File: src/rtl/fb_pkg.sv
// Shared frame-buffer constants and the writer state encoding. The VGA reader
// wraps on the same FRAME_PIXELS, so both sides stay in step.
package fb_pkg;

  localparam int unsigned FRAME_PIXELS = 120000;  // 400x300
  localparam int unsigned DATA_W       = 12;      // RGB444
  localparam int unsigned ADDR_W       = 19;

  typedef enum logic [1:0] {
    IDLE  = 2'd0,
    SYNC  = 2'd1,
    WRITE = 2'd2
  } state_t;

endpackage

File: src/rtl/frame_buf_writer_if.sv
// Pixel stream in and BRAM port-A write request out, bundled as one bus.
// master: the frame-buffer writer. slave: its surroundings (pixel source + BRAM).
interface frame_buf_writer_if;

  logic                      s_valid;
  logic                      s_ready;
  logic                      s_sof;
  logic [fb_pkg::DATA_W-1:0] s_data;

  logic                      wr_en;
  logic                      wr_ready;
  logic [fb_pkg::ADDR_W-1:0] wr_addr;
  logic [fb_pkg::DATA_W-1:0] wr_data;

  modport master (
    input  s_valid, s_sof, s_data, wr_ready,
    output s_ready, wr_en, wr_addr, wr_data
  );

  modport slave (
    output s_valid, s_sof, s_data, wr_ready,
    input  s_ready, wr_en, wr_addr, wr_data
  );

endinterface

File: src/rtl/fb_wr_out_reg.sv
// One-deep write request register (addr + data + valid). Holds the request
// until the sink takes it; a new load on the completing cycle gives
// back-to-back throughput of one write per cycle.
module fb_wr_out_reg #(
  parameter int unsigned AW = fb_pkg::ADDR_W,
  parameter int unsigned DW = fb_pkg::DATA_W
) (
  input  logic          clk,
  input  logic          rst_n,
  input  logic          load,
  input  logic [AW-1:0] load_addr,
  input  logic [DW-1:0] load_data,
  input  logic          ready,
  output logic          free,
  output logic          valid,
  output logic [AW-1:0] addr,
  output logic [DW-1:0] data
);

  // Register may take a new request when empty or when it drains this cycle.
  assign free = !valid || ready;

  // Load on request, otherwise drop valid once the sink has taken the write.
  always_ff @(posedge clk or negedge rst_n) begin
    // NOTE: sequential state uses <= so every register samples pre-edge values.
    if (!rst_n) begin
      valid <= 1'b0;
      // NOTE: the data path is reset too, so addr/data read 0 after reset rather than X.
      addr  <= '0;
      data  <= '0;
    end else if (load) begin
      valid <= 1'b1;
      addr  <= load_addr;
      data  <= load_data;
    end else if (ready) begin
      valid <= 1'b0;
    end
  end

endmodule

File: src/rtl/frame_buf_writer.sv
// Writes an RGB444 pixel stream into the frame buffer, one frame at a time,
// locking to s_sof and resynchronising on short frames or missing sof.
module frame_buf_writer #(
  parameter int unsigned FRAME_PIXELS = fb_pkg::FRAME_PIXELS
) (
  input  logic                clk_25mHz,
  input  logic                rst_n,
  input  logic                capture_en,
  input  logic                continuous,
  frame_buf_writer_if.master  bus,
  output logic                frame_done,
  output logic                frame_err,
  output logic [7:0]          frame_cnt,
  output logic                busy
);

  import fb_pkg::*;

  localparam logic [ADDR_W-1:0] LAST_IDX = ADDR_W'(FRAME_PIXELS - 1);

  state_t              state, state_n;
  logic [ADDR_W-1:0]   pix_cnt, pix_cnt_n;
  logic [ADDR_W-1:0]   wr_idx;
  logic                do_write, done_n, err_n;
  logic                accept;
  logic                out_free, out_valid;
  logic [ADDR_W-1:0]   out_addr;
  logic [DATA_W-1:0]   out_data;

  assign bus.s_ready = (state != IDLE) && out_free;
  assign accept      = bus.s_valid && bus.s_ready;
  assign busy        = (state != IDLE) || out_valid;

  assign bus.wr_en   = out_valid;
  assign bus.wr_addr = out_addr;
  assign bus.wr_data = out_data;

  fb_wr_out_reg #(.AW(ADDR_W), .DW(DATA_W)) u_out_reg (
    .clk       (clk_25mHz),
    .rst_n     (rst_n),
    .load      (do_write),
    .load_addr (wr_idx),
    .load_data (bus.s_data),
    .ready     (bus.wr_ready),
    .free      (out_free),
    .valid     (out_valid),
    .addr      (out_addr),
    .data      (out_data)
  );

  // Next state: decide whether the accepted pixel is written, where, and
  // whether it closes or breaks a frame.
  always_comb begin
    // NOTE: every signal gets a default first so no path infers a latch.
    state_n   = state;
    pix_cnt_n = pix_cnt;
    wr_idx    = pix_cnt;
    do_write  = 1'b0;
    done_n    = 1'b0;
    err_n     = 1'b0;

    unique case (state)
      IDLE: begin
        if (capture_en) state_n = SYNC;
      end
      SYNC: begin
        if (!capture_en) begin
          state_n = IDLE;
        end else if (accept && bus.s_sof) begin
          do_write = 1'b1;
          wr_idx   = '0;
          state_n  = WRITE;
        end
      end
      WRITE: begin
        if (accept) begin
          if (bus.s_sof) begin
            // Start of frame; mid-frame sof means the previous frame was short.
            do_write = 1'b1;
            wr_idx   = '0;
            err_n    = (pix_cnt != '0);
          end else if (pix_cnt == '0) begin
            // Frame should have started here: drop the pixel and hunt for sof.
            err_n   = 1'b1;
            state_n = SYNC;
          end else begin
            do_write = 1'b1;
          end
        end
      end
      default: state_n = IDLE;
    endcase

    // The last index closes the frame; capture mode picks the follow-on state.
    if (do_write) begin
      if (wr_idx == LAST_IDX) begin
        done_n    = 1'b1;
        pix_cnt_n = '0;
        state_n   = (capture_en && continuous) ? WRITE : IDLE;
      end else begin
        pix_cnt_n = wr_idx + ADDR_W'(1);
      end
    end
  end

  // State, pixel counter, frame counter and status pulses.
  always_ff @(posedge clk_25mHz or negedge rst_n) begin
    if (!rst_n) begin
      state      <= IDLE;
      pix_cnt    <= '0;
      frame_cnt  <= '0;
      frame_done <= 1'b0;
      frame_err  <= 1'b0;
    end else begin
      state      <= state_n;
      pix_cnt    <= pix_cnt_n;
      frame_done <= done_n;
      frame_err  <= err_n;
      if (done_n) frame_cnt <= frame_cnt + 8'd1;
    end
  end

endmodule
File: src/flat_wrapper.sv
// flat-port wrapper written by rule: the top's interface ports become plain ports
module frame_buf_writer_flat import fb_pkg::*;
#(
  parameter int unsigned FRAME_PIXELS = fb_pkg::FRAME_PIXELS
)
  (clk_25mHz, rst_n, capture_en, continuous, frame_done, frame_err, frame_cnt, busy, bus_s_valid, bus_s_sof, bus_s_data, bus_wr_ready, bus_s_ready, bus_wr_en, bus_wr_addr, bus_wr_data);
  frame_buf_writer_if bus_i ();
  input  logic clk_25mHz;
  input  logic rst_n;
  input  logic capture_en;
  input  logic continuous;
  output logic frame_done;
  output logic frame_err;
  output logic [7:0] frame_cnt;
  output logic busy;
  input wire logic [$bits(bus_i.s_valid)-1:0] bus_s_valid;
  input wire logic [$bits(bus_i.s_sof)-1:0] bus_s_sof;
  input wire logic [$bits(bus_i.s_data)-1:0] bus_s_data;
  input wire logic [$bits(bus_i.wr_ready)-1:0] bus_wr_ready;
  output wire logic [$bits(bus_i.s_ready)-1:0] bus_s_ready;
  output wire logic [$bits(bus_i.wr_en)-1:0] bus_wr_en;
  output wire logic [$bits(bus_i.wr_addr)-1:0] bus_wr_addr;
  output wire logic [$bits(bus_i.wr_data)-1:0] bus_wr_data;
  assign bus_i.s_valid = bus_s_valid;
  assign bus_i.s_sof = bus_s_sof;
  assign bus_i.s_data = bus_s_data;
  assign bus_i.wr_ready = bus_wr_ready;
  assign bus_s_ready = bus_i.s_ready;
  assign bus_wr_en = bus_i.wr_en;
  assign bus_wr_addr = bus_i.wr_addr;
  assign bus_wr_data = bus_i.wr_data;
  frame_buf_writer #(.FRAME_PIXELS(FRAME_PIXELS)) u_core (.clk_25mHz(clk_25mHz), .rst_n(rst_n), .capture_en(capture_en), .continuous(continuous), .bus(bus_i), .frame_done(frame_done), .frame_err(frame_err), .frame_cnt(frame_cnt), .busy(busy));
endmodule
File: config.mk
export PLATFORM = sky130hd
export DESIGN_NAME = frame_buf_writer_flat
export DESIGN_NICKNAME = d
export VERILOG_FILES = /design/src/rtl/fb_pkg.sv /design/src/rtl/frame_buf_writer_if.sv /design/src/rtl/fb_wr_out_reg.sv /design/src/rtl/frame_buf_writer.sv /design/src/flat_wrapper.sv
export SDC_FILE = /design/constraint.sdc
export NUM_CORES = 1
export LEC_CHECK = 0
export ABC_AREA = 1
export BUFFER_PORTS_ARGS = -buffer_cell sky130_fd_sc_hd__buf_2
export CAP_MARGIN = 20
export CORE_MARGIN = 1
export CORE_UTILIZATION = 30
export CTS_CLUSTER_DIAMETER = 100
export DETAILED_ROUTE_END_ITERATION = 16
export SLEW_MARGIN = 30
export SYNTH_ARGS = -nofsm -noshare
export SYNTH_HDL_FRONTEND = slang
export SYNTH_SLANG_ARGS = --single-unit
File: constraint.sdc
create_clock -name clk_25mHz -period 3.56 [get_ports clk_25mHz]
set_input_delay 0.178 -clock clk_25mHz [delete_from_list [all_inputs] [get_ports clk_25mHz]]
set_output_delay 0.178 -clock clk_25mHz [all_outputs]
set_load 0.01 [all_outputs]
# == After elaboration in Yosys (flattened, before gate mapping) ==
# Cells that the tools add are included.
# word_totals
ff_bits,63
input_bits,19
output_inout_bits,44
word_cells,55
# classes
add_sub_neg,2
n_eq_ne,3
muxes,30
n_reduce_logical,12
# ops
cell,n
two-way mux 19 bit,5
one-hot mux 19 bit (2 select lines),1
"adder 19 x 1 -> 19 bit, second input constant",1
"equality test 19 x 17 -> 1 bit, second input constant",1
logical NOT 19 bit,1
nonzero test 19 bit,1
two-way mux 2 bit,9
two-way mux 1 bit,13
"adder 8 x 1 -> 8 bit, second input constant",1
one-hot mux 2 bit (3 select lines),1
logical AND 1 bit,4
nonzero test 2 bit,2
"equality test 2 x 1 -> 1 bit, second input constant",1
"equality test 2 bit, second input constant",1
logical NOT 2 bit,1
logical OR 1 bit,2
one-hot mux 1 bit (2 select lines),1
logical NOT 1 bit,1

# == Longest topological paths before layout ==
# logic_depth
depth_word,11
mapped_depth,17

# == By module ==
# From an unflattened synthesis, not the netlist that was laid out.
# unflattened
cells_unflattened,466
area_unflattened_um2,3588.4
# by_module_without_submodules
mod,n_inst,cells_each,area_each_um2
frame_buf_writer,1,331,2393.5
fb_wr_out_reg,1,135,1194.9

# == Least setup slack after synthesis ==
# Ideal clock, no wire load.
# synth_path
kind,register to register
start,register u_core.state[0]
end,register u_core.pix_cnt[14]
arrival_time_ns,2.291
slack_ns,1.152
path_stages_with_launch,17
cell_sequence,dfrtp_1 > inv_1 > ha_1 > inv_2 > nand4_4 > o21bai_4 > nand2_4 > inv_2 > nor2_1 > ha_1 > nand4_2 > nor2_4 > nand2_1 > nand2_2 > inv_2 > nand3_1 > nand2_1
# synth_between
elab_chain_cells,9
word_cells_on_any_way,17
cone_classes,1 x add/sub; 3 x eq/ne; 9 x mux; 4 x reduce/logical
# synth_lines
item,line,text
start: declaration,frame_buf_writer.sv:21,"state_t state, state_n;"
start signal: assignment,frame_buf_writer.sv:115,state <= state_n;
nonzero test 2 bit,frame_buf_writer.sv:30,assign bus.s_ready = (state != IDLE) && out_free;
logical AND 1 bit,frame_buf_writer.sv:30,
logical AND 1 bit,frame_buf_writer.sv:31,assign accept = bus.s_valid && bus.s_ready;
logical AND 1 bit,frame_buf_writer.sv:69,end else if (accept && bus.s_sof) begin
two-way mux 19 bit,frame_buf_writer.sv:69,
two-way mux 19 bit,frame_buf_writer.sv:67,if (!capture_en) begin
one-hot mux 19 bit (2 select lines) (*),frame_buf_writer.sv:62,unique case (state)
via u_core.u_out_reg.load_addr[0],fb_wr_out_reg.sv:11,"input logic [AW-1:0] load_addr,"
adder 19 x 1 -> 19 bit / equality test 19 x 17 -> 1 bit (equally long branches),"frame_buf_writer.sv:101, frame_buf_writer.sv:96",
two-way mux 19 bit (*),frame_buf_writer.sv:96,if (wr_idx == LAST_IDX) begin
end signal: assignment,frame_buf_writer.sv:116,pix_cnt <= pix_cnt_n;
end: declaration,frame_buf_writer.sv:22,"logic [ADDR_W-1:0] pix_cnt, pix_cnt_n;"
# Mark *: on every way through the listed nets, which the timed path passes. The rest lies on a longest branch.
# A chain may end at the register's enable or synchronous reset.

# == Worst setup path after layout ==
# Same ends and word-level chain as after synthesis.

==> flow_metrics.env <==
export IMPL_status="finished clean"
export IMPL_clock_tree_buf_depth=2
export IMPL_cts_htree_levels=3
export IMPL_global_route_overflow_total=0
export IMPL_synth_fp_nets=462
export IMPL_mostFrequentLayoutCell="nand2_1"
export IMPL_starting_utilization_of_the_core_area_pct=30.9
export IMPL_worst_slew_pin_transition_ps=637
export IMPL_report_final_slew_viol_count=0
export IMPL_finalNetCount=527
export IMPL_hpwl_um=6320
export IMPL_layout_filler_cells=1200
export IMPL_cts_tree="yes"
export IMPL_cp_end_kind="flip-flop"
export IMPL_final_layout_size_suffix_gt1_share_pct=23.9
export IMPL_antenna_found_initial=0
export IMPL_min_path_type="in2reg"
export IMPL_routabilityCongestion=0.910
export IMPL_cts_made_buffers=9
export IMPL_synth_cell_type_count=41
export IMPL_commonest_non_fill_non_tap_cells_in_the_layout="133 x nand2_1, 63 x dfrtp_1, 61 x buf_2"
export IMPL_areaGrowthSynthToFinish_pct=20.0
export IMPL_core_area_mm2=0.0115
export IMPL_timing_final_hold_violations=0
export IMPL_placement_rows=39
export IMPL_grt_first_pass_wirelength_um=15000
export IMPL_grtUsageTotal_pct=15.3
export IMPL_rsz0062_at_grt="false"
export IMPL_detailroute_via_count=3087
export IMPL_cp_max_fo=7
export IMPL_via_count_of_the_first_global_routing_pass=3079
export IMPL_cell_depth_of_the_worst_flop_to_flop_path=16
export IMPL_die_height_um=111
export IMPL_post_synth_inst_count=436
export IMPL_synth_area_per_cell_um2=8.12
export IMPL_synth_seq_cells=63
export IMPL_totalNegativeSetupSlack_ps=0
export IMPL_critical_path_cell_chain="inv_1 > ha_1 > inv_2 > nand4_4 > o21bai_4 > nand2_4 > inv_2 > nor2_1 > ha_1 > nand4_2 > nor2_4 > nand2_1 > nand2_2 > inv_2 > nand3_1 > nand2_1"
export IMPL_route_detailed_drc=0
export IMPL_worstSetupStartpointType="flip-flop"
export IMPL_io_pins=63
export IMPL_cp_arrival_ps=2960
export IMPL_worst_hold_slack_ps=38.8
export IMPL_power_density_mw_per_mm2=670
export IMPL_routed_via_density=4.76
export IMPL_required_ps=3780
export IMPL_antenna_fix_cells=0
export IMPL_worst_clock_skew_ps=5.34
export IMPL_critPathMostFrequentCell="inv_2"
export IMPL_synth_seq_area_share_pct=44.6
export IMPL_post_drt_wl_per_cell_um=13.5
export IMPL_yosys_warnings=0
export IMPL_min_path_cells=3
export IMPL_synth_largest_area_cell="dfrtp_1"
export IMPL_finalCriticalPeriod_ps=2740
export IMPL_synth_area_leaders="dfrtp_1 45%, nand2_1 14%, nand3_1 4.8%, inv_1 4.3%, o21ai_0 3.1%"
export IMPL_worst_setup_hold_path_clk_slew_ps=50
export IMPL_synth_top_area_share_pct=44.6
export IMPL_clk_insertion_delay_late_ps=330
export IMPL_timing_limited_maximum_frequency_ghz=0.365
export IMPL_drt_pre_antenna_iters=5
export IMPL_worst_path_largest_cell_delay_ps=390
export IMPL_crit_path_top_delay_cell="dfrtp_1"
export IMPL_setup_viol_count_final=0
export IMPL_ir_worst_vdd_mv=0.225
export IMPL_post_cts_resize_count=0
export IMPL_power_leakage_nw=2.15
export IMPL_finalWirelength_um=8770
export IMPL_netlist_area_mm2=0.00354
export IMPL_die_area_mm2=0.0122
export IMPL_slew_headroom_pct=57.5
export IMPL_drv_max_cap_violation_count=0
export IMPL_worstSetupPathType="reg2reg"
export IMPL_drtIter0Drc=213
export IMPL_grt_start_max_net_pins=64
export IMPL_period_share_pct=76.9
export IMPL_cts_sinks=63
export IMPL_ant_nets=0
export IMPL_io_buffer_count=62
export IMPL_floorplan_die_width_um=111
export IMPL_root_buffer_selected_by_cts="clkbuf_16"
-- path summary, 6_finish.rpt --
kind | startpoint | to | slack, ps
max in group asynchronous | rst_n | u_core.pix_cnt[14] | 2480
hold reg to reg | u_core.u_out_reg.data[6] | u_core.u_out_reg.data[6] | 470
setup / recovery | u_core.state[0] | u_core.pix_cnt[14] | 820
min in group asynchronous | rst_n | u_core.frame_done | 390
setup reg to reg | u_core.state[0] | u_core.pix_cnt[14] | 820
hold / removal | bus_s_data[0] | u_core.u_out_reg.data[0] | 40
-- cell usage after synthesis --
cell and n:
a21boi_0 1, a21oi_1 1, a21oi_2 1, a21oi_4 1, a31oi_1 2, and2_1 1, buf_12 1, buf_2 1
buf_4 2, buf_6 1, buf_8 1, clkbuf_1 6, clkinv_1 1, dfrtp_1 63, ha_1 7, inv_1 41
inv_2 11, nand2_1 133, nand2_2 7, nand2_4 3, nand3_1 34, nand3_2 4, nand3_4 4, nand3b_1 3
nand4_1 8, nand4_2 1, nand4_4 1, nor2_1 28, nor2_2 3, nor2_4 6, nor3_1 5, nor4_1 2
o21ai_0 22, o21ai_1 9, o21bai_1 1, o21bai_4 1, o22ai_1 6, o32ai_2 1, or2_2 1, xnor2_1 8
xor2_1 3
-- stage by stage --
step / instances / utilization [%] / power [W] / setup slack, ps / cell area [um2]
after CTS: 649 / 37.0 / 0.00287 / 843 / 4250
after floorplan: 436 / - / 0.00179 / 1150 / 3540
after global routing: 649 / 37.0 / 0.00304 / 521 / 4250
final: 649 / 37.0 / 0.00284 / 822 / 4250
after detailed placement: 632 / 34.6 / 0.00205 / 852 / 3960
after global placement: 632 / 34.5 / 0.00203 / 998 / 3960
-- cell families (layout without fill, tap and decap cells) --
logic type,count (synthesis),count (layout),share of synthesized area [%]
xor gates and xnor gates,11,11,2.72
adders and majority gates,7,7,2.48
and+or+nand+nor,244,244,34.1
DFF,63,63,44.6
AOI/OAI and AO/OA,46,46,8.06
buffers and inverters,65,135,8.13
-- registers in the layout (all words and copies together) (netlist names) --
| signal | flops |
|---|---|
| u_core.frame_cnt | 8 |
| u_core.frame_done | 1 |
| u_core.u_out_reg.data | 12 |
| u_core.u_out_reg.addr | 19 |
| u_core.pix_cnt | 19 |
| u_core.u_out_reg.valid | 1 |
| u_core.frame_err | 1 |
| u_core.state | 2 |
-- worst max-delay path, delay by kind of cell, from the launching register on --
family,cells,cell delay [ps]
AO/OA/AOI/OAI,1,70
buffers and inverters,4,380
adder cells (fa/ha/maj),2,540
AND/OR/NAND/NOR,9,1220
flip-flops,1,390
-- power by group --
part / switching (W) / leakage, nW / internal, W
Sequential: 0.000135 / 0.835 / 0.000885
Combinational: 0.000653 / 1.18 / 0.000365
Clock: 0.000296 / 0.131 / 0.000510
-- final cells by class --
type                       instances  area, um2  share of cell area, %
timing repair buffer              66        345                   8.13
clock buffer                      16        272                   6.40
tap                              143        179                   4.21
sequential                        63       1580                   37.1
multi-input combinational        308       1670                   39.4
inverter                          53        199                   4.69
-- repair_timing --
item / 4_1_cts / 5_1_grt
setup buffers: 0 / 0
endpoints found under the hold margin: 44 / 0
hold buffers: 1 / 0
-- layer usage --
layer / global-route usage (%) / up-vias / wire length [um]
li1: - / 1530 / -
met1: 20.2 / 1430 / 4100
met2: 24.0 / 103 / 3930
met3: 3.02 / 24 / 520
met4: 7.56 / 0 / 224
met5: 0 / - / 0
Note: power is estimated with default switching activity, not from simulation.
